<file path="src/rtl/stage_sequencer.sv">
`default_nettype none
// ============================================================================
// Module      : stage_sequencer
// Description : Single-clock stage sequencer for an N-stage multicycle core.
//               Produces a one-hot registered enable for the active stage in
//               place of derived phase clocks. It supports per-stage busy
//               stalls, flush-to-fetch, halt at the instruction boundary, a
//               stall watchdog and a retired-instruction counter.
//
// Ports       : i_clk        core clock, rising edge
//               i_reset      asynchronous reset, active-high
//               i_run        level, allows sequencing out of IDLE/HALTED
//               i_halt       level, stop at the next instruction boundary
//               i_flush      pulse, abandon instruction and restart at stage 0
//               i_stage_busy per-stage busy, bit k holds stage k
//               o_stage_en   one-hot enable of the active stage (0 if not RUN)
//               o_stage_idx  index of the active stage
//               o_instr_done one-cycle pulse after the last stage completes
//               o_retired    completed-instruction count (wraps)
//               o_timeout    sticky watchdog flag
//               o_state      IDLE=0, RUN=1, HALTED=2
//
// Revision    : 1.0 - initial release
// ============================================================================
module stage_sequencer #(
    parameter int NUM_STAGES = 5,
    parameter int CNT_W      = 32,
    parameter int TIMEOUT    = 255,
    parameter int TO_W       = 8
) (
    input  logic                          i_clk,
    input  logic                          i_reset,
    input  logic                          i_run,
    input  logic                          i_halt,
    input  logic                          i_flush,
    input  logic [NUM_STAGES-1:0]         i_stage_busy,
    output logic [NUM_STAGES-1:0]         o_stage_en,
    output logic [$clog2(NUM_STAGES)-1:0] o_stage_idx,
    output logic                          o_instr_done,
    output logic [CNT_W-1:0]              o_retired,
    output logic                          o_timeout,
    output logic [1:0]                    o_state
);

    localparam int IDX_W = $clog2(NUM_STAGES);

    localparam logic [1:0] S_IDLE   = 2'd0;
    localparam logic [1:0] S_RUN    = 2'd1;
    localparam logic [1:0] S_HALTED = 2'd2;

    localparam logic [IDX_W-1:0]      c_last_idx = IDX_W'(NUM_STAGES - 1);
    localparam logic [TO_W-1:0]       c_timeout  = TO_W'(TIMEOUT);
    localparam logic [NUM_STAGES-1:0] c_en_first = NUM_STAGES'(1);

    logic [1:0]            r_state;
    logic [IDX_W-1:0]      r_idx;
    logic [NUM_STAGES-1:0] r_en;
    logic                  r_done;
    logic [CNT_W-1:0]      r_retired;
    logic                  r_timeout;
    logic [TO_W-1:0]       r_wd;

    logic w_busy;
    logic w_force;
    logic w_hold;
    logic w_last;

    assign w_busy  = i_stage_busy[r_idx];
    // Once the stall count has reached the limit the stage is pushed on as if
    // it were idle; a zero limit turns the watchdog off entirely.
    assign w_force = (TIMEOUT != 0) && (r_wd == c_timeout);
    assign w_hold  = w_busy && !w_force;
    assign w_last  = (r_idx == c_last_idx);

    always_ff @(posedge i_clk or posedge i_reset) begin
        if (i_reset) begin
            r_state   <= S_IDLE;
            r_idx     <= '0;
            r_en      <= '0;
            r_done    <= 1'b0;
            r_retired <= '0;
            r_timeout <= 1'b0;
            r_wd      <= '0;
        end else begin
            r_done <= 1'b0;
            case (r_state)
                S_IDLE: begin
                    if (i_run) begin
                        r_state <= S_RUN;
                        r_idx   <= '0;
                        r_en    <= c_en_first;
                        r_wd    <= '0;
                    end
                end

                S_RUN: begin
                    if (i_flush) begin
                        // Flush beats both stall and completion: the
                        // abandoned instruction is never counted.
                        r_idx <= '0;
                        r_en  <= c_en_first;
                        r_wd  <= '0;
                    end else if (w_hold) begin
                        r_wd <= r_wd + TO_W'(1);
                    end else begin
                        r_wd <= '0;
                        if (w_busy) begin
                            r_timeout <= 1'b1;
                        end
                        if (w_last) begin
                            r_done    <= 1'b1;
                            r_retired <= r_retired + CNT_W'(1);
                            r_idx     <= '0;
                            if (i_halt || !i_run) begin
                                r_state <= S_HALTED;
                                r_en    <= '0;
                            end else begin
                                r_en <= c_en_first;
                            end
                        end else begin
                            r_idx <= r_idx + IDX_W'(1);
                            r_en  <= {r_en[NUM_STAGES-2:0], 1'b0};
                        end
                    end
                end

                S_HALTED: begin
                    if (i_run && !i_halt) begin
                        r_state <= S_RUN;
                        r_idx   <= '0;
                        r_en    <= c_en_first;
                        r_wd    <= '0;
                    end
                end

                default: begin
                    r_state <= S_IDLE;
                    r_idx   <= '0;
                    r_en    <= '0;
                    r_wd    <= '0;
                end
            endcase
        end
    end

    assign o_stage_en   = r_en;
    assign o_stage_idx  = r_idx;
    assign o_instr_done = r_done;
    assign o_retired    = r_retired;
    assign o_timeout    = r_timeout;
    assign o_state      = r_state;

endmodule
`default_nettype wire

</file>
<file path="config.mk">
export PLATFORM = sky130hd
export DESIGN_NAME = stage_sequencer
export DESIGN_NICKNAME = d
export VERILOG_FILES = /design/src/rtl/stage_sequencer.sv
export SDC_FILE = /design/constraint.sdc
export NUM_CORES = 1
export LEC_CHECK = 0
export CAP_MARGIN = 20
export CORE_UTILIZATION = 52
export DETAILED_ROUTE_END_ITERATION = 10
export PLACE_DENSITY_LB_ADDON = 0.3
export SLEW_MARGIN = 10
export SYNTH_ARGS = -nofsm -noshare
export SYNTH_HDL_FRONTEND = slang
export SYNTH_SLANG_ARGS = --single-unit
</file>
<file path="constraint.sdc">
create_clock -name i_clk -period 2.3 [get_ports i_clk]
set_input_delay 0.23 -clock i_clk [delete_from_list [all_inputs] [get_ports i_clk]]
set_output_delay 0.23 -clock i_clk [all_outputs]
set_load 0.02 [all_outputs]
</file>
==> results of run 1 <==
## final timing paths
| path | start | to | depth (start not counted) |
|---|---|---|---|
| worst max-delay path | o_stage_idx[0] | o_stage_idx[0] | 5 |
| worst min-delay path | i_reset | o_retired[13] | 2 |
| worst max register to register | o_stage_idx[0] | o_stage_idx[0] | 5 |
| worst min register to register | o_timeout | o_timeout | 1 |
| max in group asynchronous | i_reset | o_state[0] | 3 |
| min in group i_clk | o_timeout | o_timeout | 1 |
## power breakdown
| group | internal (mW) | total (mW) | switching, mW |
|---|---|---|---|
| Combinational | 0.429 | 0.971 | 0.542 |
| Clock | 0.269 | 0.561 | 0.292 |
| Sequential | 1.01 | 1.12 | 0.109 |
| Total | 1.71 | 2.65 | 0.943 |
## kinds of logic after synthesis
logic type      count (synthesis)  synth area share [%]
compound gates                 28                  7.56
xor+xnor                       32                  10.1
fa+ha+maj                       4                  1.81
buf+inv                        17                  2.94
flops                          52                  47.1
mux                             9                  3.53
simple gates                  115                  27.0
## cells in the final DEF (no fill, tap or decap), drive strengths merged, types with 3 or more instances in the layout
| master | netlist | routed |
|---|---|---|
| or2 | 3 | 3 |
| xnor2 | 4 | 4 |
| a21o | 3 | 3 |
| nand2 | 18 | 18 |
| buf | 5 | 10 |
| nand4 | 14 | 14 |
| a21oi | 3 | 3 |
| ha | 4 | 4 |
| nand3 | 12 | 12 |
| a22o | 3 | 3 |
| nor3 | 21 | 21 |
| xor2 | 28 | 28 |
| clkdlybuf4s50 | 0 | 53 |
| nand2b | 4 | 4 |
| and3 | 5 | 5 |
| mux2i | 3 | 3 |
| clkbuf | 2 | 7 |
| inv | 10 | 10 |
| mux2 | 6 | 6 |
| o21ai | 7 | 7 |
| dfrtp | 52 | 52 |
| nor2 | 13 | 13 |
| nor4 | 13 | 13 |
## worst max-delay path: cells and delay by family (launching register included)
| family | cells | cell delay [ns] |
|---|---|---|
| and+or+nand+nor | 1 | 0.32 |
| muxes | 1 | 0.40 |
| AOI/OAI and AO/OA | 3 | 0.79 |
| DFF | 1 | 0.46 |
## sequential cells by signal (all words and copies together), names as in the netlist
register	flops
r_wd	8
o_instr_done	1
o_retired	32
o_stage_en	5
o_stage_idx	3
o_state	2
o_timeout	1
## layer usage
| metal | global-route usage (%) | vias up |
|---|---|---|
| li1 | - | 1049 |
| met1 | 33.6 | 1076 |
| met2 | 36.7 | 57 |
| met3 | 5.09 | 6 |
| met4 | 6.92 | 0 |
| met5 | 0 | - |
## area by class of cell
cell class	count	share of cell area, %
inverters	10	1.06
multi-input cells	188	39.1
well taps	70	2.48
flip-flops and latches	52	36.8
repair buffers	63	17.8
clock buffers	7	2.72
==> results.toml, run 1 <==
[run_status]
status = "finished, final reports clean"

[sta]
fin_tns_setup_ns = 0
timing.hold.ws_ns = 0.278
setup_viol = 0
worst_slew_pin_slew_ns = 0.518
worst_slack_ns = 0.226
period_share_pct = 90.2
rsz0062_at_grt = "no"
fin_crit_ns = 2.07
slew_headroom_pct = 65.4
max_freq_mhz = 482
finClkSkew_ns = 0.00614
finalHoldViolCount = 0
maxSlewViolCount = 0

[route]
route.detailed.drc = 0
first_pass_iters = 4
wire_per_inst_um = 15.4
drt-met1-wl_um = 2860
wl_met3_um = 230
drt_iter0_markers = 230
routed-wl-met2_um = 2850
top_layer = "met4"
vias = 2188
drtAntennaViolNets = 0
vias_per_cell = 5.61
drt-total-wl_um = 6010

[flow_run]
maxCapViolCount = 0

[pwr]
p_per_area_nw_per_um2 = 750
power.total_mw = 2.65
peakVddDrop_mv = 0.604
leakagePower_nw = 1.61

[clock_network]
clkTransAtPathRegs_ns = 0.09
clockRootBuffer = "clkbuf_8"
insertion_delay_ns = 0.31
cts.sinks = 52
htreeDepth = 2
cts_hold_buf = 0
cts_made_buffers = 5
cts_resized = 0
cts.path.max_buffers = 2
cts_tree = "yes"
post_cts.repair.setup_buffers = 0

[global_routing]
grt_overflow = 0
grt_first_pass_wirelength_um = 10100
grt_use_total_pct = 23.7
grt_pass1_vias = 2092
antenna_found_initial = 0
grt_max_degree = 32

[yosys]
ys_top_cells_by_count = "dfrtp_1 (52), xor2_1 (28), nor3_1 (20)"
synth_top_cell_by_area = "dfrtp_1"
syn_inst = 257
synth_nets = 271
synth.distinct_cells = 48
synth_top_area_share_pct = 47.1
synth_edf_count = 0
async_flop_share_pct = 100
synth-seq-cells = 52
avgSynthCellArea_um2 = 10.8
ys_top_cells_by_area = "dfrtp_1 (47%), xor2_1 (8.9%), nor4_2 (5.4%)"
syn_area_um2 = 2770
yosysWarningCount = 0
synth-seq-area-share_pct = 47.1
ys.flop_type = "dfrtp_1"
yosysMostFrequentCell = "dfrtp_1"

[final_layout]
final.fill_count = 411
seq_area_um2 = 1300
antenna_cells = 0
multi_input_area_um2 = 1380
drive_above_1_share_pct = 15.3
fin_cells = 390
final_area_um2 = 3540
post-route-util_pct = 69.2
num-nets-final = 334
area_growth_pct = 27.9

[setup_path]
required_ns = 2.50
crit_top_cell = "o21ai_2"
crit_fanout = 8
crit_type = "flop to flop"
crit_path_top_delay_cell = "dfrtp_1"
crit_path_cell_trace = "or2_2, o22ai_1, o21ai_2, o21ai_2, mux2_2"
critPathLaunchType = "flop"
r2r_slack_ns = 0.23
crit_arrival_ns = 2.27
slowest_delay_ns = 0.46
worst_setup_path_end_kind = "flop"

[floorplan]
die_h_um = 74.9
die_w_um = 74.9
die-area_um2 = 5610
core_area_um2 = 5110
start_util_pct = 54.1
rows = 26
io_pins = 54

[worst_hold_path]
worstHoldPathType = "input pin to asynchronous set/reset pin"

[placed_design]
dp.cells = 383
port_buffers = 53
dp_hpwl_um = 4220
dp_worst_setup_slack_ns = 0.218
gp_congestion = 0.840
dpl_cell_area_um2 = 3440
No activity file was read; power rests on OpenSTA's default activity.
==> run 2, diff against run 1 <==
--- a/config.mk
+++ b/config.mk
@@ -9,6 +9,7 @@
 export CORE_UTILIZATION = 52
 export DETAILED_ROUTE_END_ITERATION = 10
 export PLACE_DENSITY_LB_ADDON = 0.3
+export SETUP_SLACK_MARGIN = 0.3
 export SLEW_MARGIN = 10
 export SYNTH_ARGS = -nofsm -noshare
 export SYNTH_HDL_FRONTEND = slang
==> results.toml, run 2 (synthesis results as in run 1) <==
[run_status]
status = "finished, final reports clean"

[sta]
worst_slew_pin_slew_ns = 0.521
fin_crit_ns = 1.97
finClkSkew_ns = 0.00758
rsz0062_at_grt = "yes"
max_freq_mhz = 507
fin_tns_setup_ns = 0
finalHoldViolCount = 0
period_share_pct = 85.8
timing.hold.ws_ns = 0.290
slew_headroom_pct = 65.2
worst_slack_ns = 0.328
maxSlewViolCount = 0
setup_viol = 0

[final_layout]
largest_reg_flops = 32
final_cell_mix = "clkdlybuf4s50_1 (53), dfrtp_1 (49), xor2_1 (28), nor3_1 (18), nand2_1 (17)"
antenna_cells = 0
num-nets-final = 333
drive_above_1_share_pct = 19.7
layout_commonest_cell = "clkdlybuf4s50_1"
area_growth_pct = 32.0

[route]
vias_per_cell = 5.62
drt-total-wl_um = 6310
wl_met3_um = 142
first_pass_iters = 4
vias = 2190
drt_iter0_markers = 205
drt-met1-wl_um = 3020
route.detailed.drc = 0
drtAntennaViolNets = 0
top_layer = "met4"
wire_per_inst_um = 16.2
routed-wl-met2_um = 3070

[floorplan]
io_pins = 54
rows = 26
die_h_um = 74.9
die_w_um = 74.9
die-area_um2 = 5610
core_area_um2 = 5110
start_util_pct = 54.1

[placed_design]
port_buffers = 53
gp_congestion = 0.802
dp_worst_setup_slack_ns = 0.144
dp_hpwl_um = 4320

[clock_network]
insertion_delay_ns = 0.30
cts.sinks = 52
cts_tree = "yes"
htreeDepth = 2
clockRootBuffer = "clkbuf_8"
cts_made_buffers = 5
cts.path.max_buffers = 2
clkTransAtPathRegs_ns = 0.10
cts_hold_buf = 0

[setup_path]
crit_arrival_ns = 2.19
critPathLaunchType = "flop"
crit_path_top_delay_cell = "dfrtp_2"
crit_cells = 7
path_delay_family = "simple AND/OR/NAND/NOR gates"
slowest_delay_ns = 0.46
crit_path_cell_trace = "inv_2, ha_2, nand2_4, or3_4, buf_12, nor4_2, xor2_1"
crit_fanout = 30
rr_worst_depth = 7
required_ns = 2.52
worst-path-buf-inv = 2
worst_setup_path_end_kind = "flop"
crit_type = "flop to flop"

[pwr]
p_comb_share_pct = 38.0
power_frac_seq_pct = 42.4
p_sw_mw = 1.02
peakVddDrop_mv = 0.655
power.total_mw = 2.68
swShare_pct = 38.1
p_clk_share_pct = 19.6
leakagePower_nw = 1.64
p_per_area_nw_per_um2 = 735
p_int_mw = 1.66

[flow_run]
maxCapViolCount = 0

[global_routing]
grt_first_pass_wirelength_um = 10000
grt_use_total_pct = 23.2
grt_max_degree = 31
grt_overflow = 0
antenna_found_initial = 0
grt_pass1_vias = 2056

[worst_hold_path]
worstHoldPathType = "input pin to asynchronous set/reset pin"
## run 2: cell count changes in the layout (fill, tap and decap cells not counted), sizes merged
cell and change:
clkbuf -1, clkinvlp +1, clkinv +1, buf -1
## run 2: layout make-up
| type | count | area (um^2) |
|---|---|---|
| tap | 70 | 87.6 |
| fill | 375 | 1460 |
| clock inverter | 2 | 16.3 |
| sequential | 52 | 1310 |
| clock buffer | 6 | 72.6 |
| multi-input combinational | 188 | 1510 |
| inverter | 10 | 37.5 |
| timing repair buffer | 62 | 623 |
## run 2: stage by stage
stage / utilization (%) / area (um^2) / std cells
2_1_floorplan: - / 2780 / 257
3_3_place_gp: 67.1 / 3430 / 381
3_5_place_dp: 67.1 / 3430 / 381
4_1_cts: 69.3 / 3540 / 389
5_1_grt: 71.5 / 3650 / 390
6_report: 71.5 / 3650 / 390
## run 2: power groups by stage
stage | Clock [mW] | Sequential [mW] | Combinational, mW
global placement | 0 | 1.14 | 0.898
CTS | 0.533 | 1.13 | 0.947
global route | 0.566 | 1.16 | 1.10
floorplan | 0 | 1.23 | 0.522
finish | 0.524 | 1.14 | 1.02
detailed placement | 0 | 1.14 | 0.928
## run 2: repair_timing
action | CTS | global route
gates resized for setup | 6 | 19
buffers inserted | 0 | 1
setup endpoints to repair | 26 | 35
pin swaps | 0 | 7
## run 2: routing by layer
metal / GRT usage (%) / vias up
met5: 0 / -
met1: 33.7 / 1095
met2: 36.7 / 36
met3: 3.21 / 6
li1: - / 1053
met4: 6.29 / 0
## run 2: worst paths after layout
check	start	to	slack (ns)
setup reg to reg	o_stage_idx[1]	o_retired[19]	0.33
hold reg to reg	o_timeout	o_timeout	0.46
hold / removal	i_reset	o_timeout	0.29
max in group asynchronous	i_reset	o_retired[7]	1.47
min in group i_clk	o_timeout	o_timeout	0.46
setup / recovery	o_stage_idx[1]	o_retired[19]	0.33
==> run 3, diff against run 2 <==
--- a/config.mk
+++ b/config.mk
@@ -6,11 +6,11 @@
 export NUM_CORES = 1
 export LEC_CHECK = 0
 export CAP_MARGIN = 20
-export CORE_UTILIZATION = 52
+export CORE_UTILIZATION = 54
+export CTS_BUF_LIST = sky130_fd_sc_hd__clkbuf_2
 export DETAILED_ROUTE_END_ITERATION = 10
 export PLACE_DENSITY_LB_ADDON = 0.3
 export SETUP_SLACK_MARGIN = 0.3
-export SLEW_MARGIN = 10
 export SYNTH_ARGS = -nofsm -noshare
 export SYNTH_HDL_FRONTEND = slang
 export SYNTH_SLANG_ARGS = --single-unit
==> results.toml, run 3 (synthesis results as in run 1) <==
[final_layout]
final_cell_mix = "clkdlybuf4s50_1 (53), dfrtp_1 (50), xor2_1 (28), nor3_1 (19), nand2_1 (17)"
num-nets-final = 341
antenna_cells = 0
layout_commonest_cell = "clkdlybuf4s50_1"
area_growth_pct = 35.3
seq_area_um2 = 1300
drive_above_1_share_pct = 21.3
final.fill_count = 336
multi_input_area_um2 = 1520
final_area_um2 = 3740
largest_reg_flops = 32
fin_cells = 395

[placed_design]
port_buffers = 53
dp_hpwl_um = 4060
gp_congestion = 0.805
dpl_cell_area_um2 = 3420
dp.cells = 376
dp_worst_setup_slack_ns = 0.211

[floorplan]
start_util_pct = 57.4
rows = 25
die-area_um2 = 5410
core_area_um2 = 4820
die_h_um = 73.6
die_w_um = 73.6
io_pins = 54

[sta]
finClkSkew_ns = 0.0255
fin_crit_ns = 1.93
maxSlewViolCount = 0
max_freq_mhz = 519
setup_viol = 0
rsz0062_at_grt = "yes"
worst_slew_pin_slew_ns = 0.429
worst_slack_ns = 0.373
fin_tns_setup_ns = 0
slew_headroom_pct = 71.3
finalHoldViolCount = 0
period_share_pct = 83.8

[setup_path]
r2r-start = "o_stage_idx[0]"
r2r_end = "o_retired[27]"
rr_worst_depth = 7
required_ns = 2.70
crit_arrival_ns = 2.32
crit_fanout = 15
r2r_slack_ns = 0.37
worst_setup_path_end_kind = "flop"
critPathLaunchType = "flop"
crit_type = "flop to flop"

[clock_network]
clkTransAtPathRegs_ns = 0.27
htreeDepth = 2
cts.sinks = 52
cts_tree = "yes"
insertion_delay_ns = 0.44
cts.path.max_buffers = 2
cts_made_buffers = 5
clockRootBuffer = "clkbuf_2"

[route]
first_pass_iters = 4
drt_iter0_markers = 84
drtAntennaViolNets = 0
vias = 2212
wire_per_inst_um = 16.0
route.detailed.drc = 0
vias_per_cell = 5.60
drt-total-wl_um = 6310

[global_routing]
grt_overflow = 0
grt_first_pass_wirelength_um = 9540
grt_use_total_pct = 23.0
grt_max_degree = 34
antenna_found_initial = 0
grt_pass1_vias = 1999

[flow_run]
maxCapViolCount = 0

[pwr]
leakagePower_nw = 1.73
p_per_area_nw_per_um2 = 728
peakVddDrop_mv = 0.676
power.total_mw = 2.72

[worst_hold_path]
worstHoldPathType = "input pin to asynchronous set/reset pin"

[run_status]
status = "finished, final reports clean"
-- run 3: cell types whose count changed in the layout (fill, tap and decap cells not counted), sizes merged --
cell | previous run | this run
bufinv | 0 | 1
clkbuf | 6 | 8
buf | 9 | 15
clkinvlp | 1 | 0
-- run 3: repair_timing --
action / 4_1_cts / 5_1_grt
buffers inserted: 5 / 4
cloned: 0 / 2
hold buffers: 0 / 0
resized for setup: 4 / 22
endpoints found under the setup margin: 32 / 39
hold endpoints to repair: 0 / 0
pin swaps: 1 / 4
-- run 3: worst max-delay path, cell delays in order (launching register included) --
cell,delay (ns)
dfrtp_2,0.49
inv_2,0.08
ha_4,0.15
nand2_4,0.07
or3_4,0.40
clkbuf_16,0.20
nor3_1,0.32
xor2_1,0.19
-- run 3: worst max path at each step --
stage               depth (start not counted)              to  slack (ns)            start
CTS                                         7    o_retired[8]        0.30   o_stage_idx[0]
finish                                      7   o_retired[27]        0.37   o_stage_idx[0]
detailed placement                          6  o_stage_idx[0]        0.21  i_stage_busy[3]
floorplan                                   7    o_retired[1]        0.31          r_wd[0]
global route                                5   o_retired[19]        0.27     o_retired[2]
global placement                            6   o_stage_en[3]        0.26  i_stage_busy[3]
-- run 3: area by class of cell --
type | count | area share [%]
clock buffer | 6 | 0.803
clock inverter | 2 | 0.936
inverter | 10 | 1.00
multi-input combinational | 188 | 40.6
sequential | 52 | 34.8
tap | 67 | 2.24
timing repair buffer | 70 | 19.5
-- run 3: power by group --
group	total (mW)	switching (mW)	leakage, nW	internal [mW]
clock	0.476	0.289	0.0430	0.187
sequential	1.12	0.100	0.683	1.01
combinational	1.13	0.626	1.00	0.505
-- run 3: per-stage QoR --
step	utilization, %	hold slack, ns
after detailed placement	71.0	0.445
final	77.7	0.0506
after global placement	71.0	0.441
after floorplan	-	0.374
after CTS	73.5	0.0594
after global routing	77.7	0.0672
-- run 3: metal layers --
metal | wire, um | GRT usage (%) | vias up | part of all wire [%]
li1 | - | - | 1071 | -
met3 | 220 | 4.12 | 10 | 3.5
met1 | 2920 | 32.3 | 1083 | 46
met2 | 3100 | 36.8 | 48 | 49
met4 | 74 | 6.20 | 0 | 1.2
met5 | 0 | 0 | - | 0
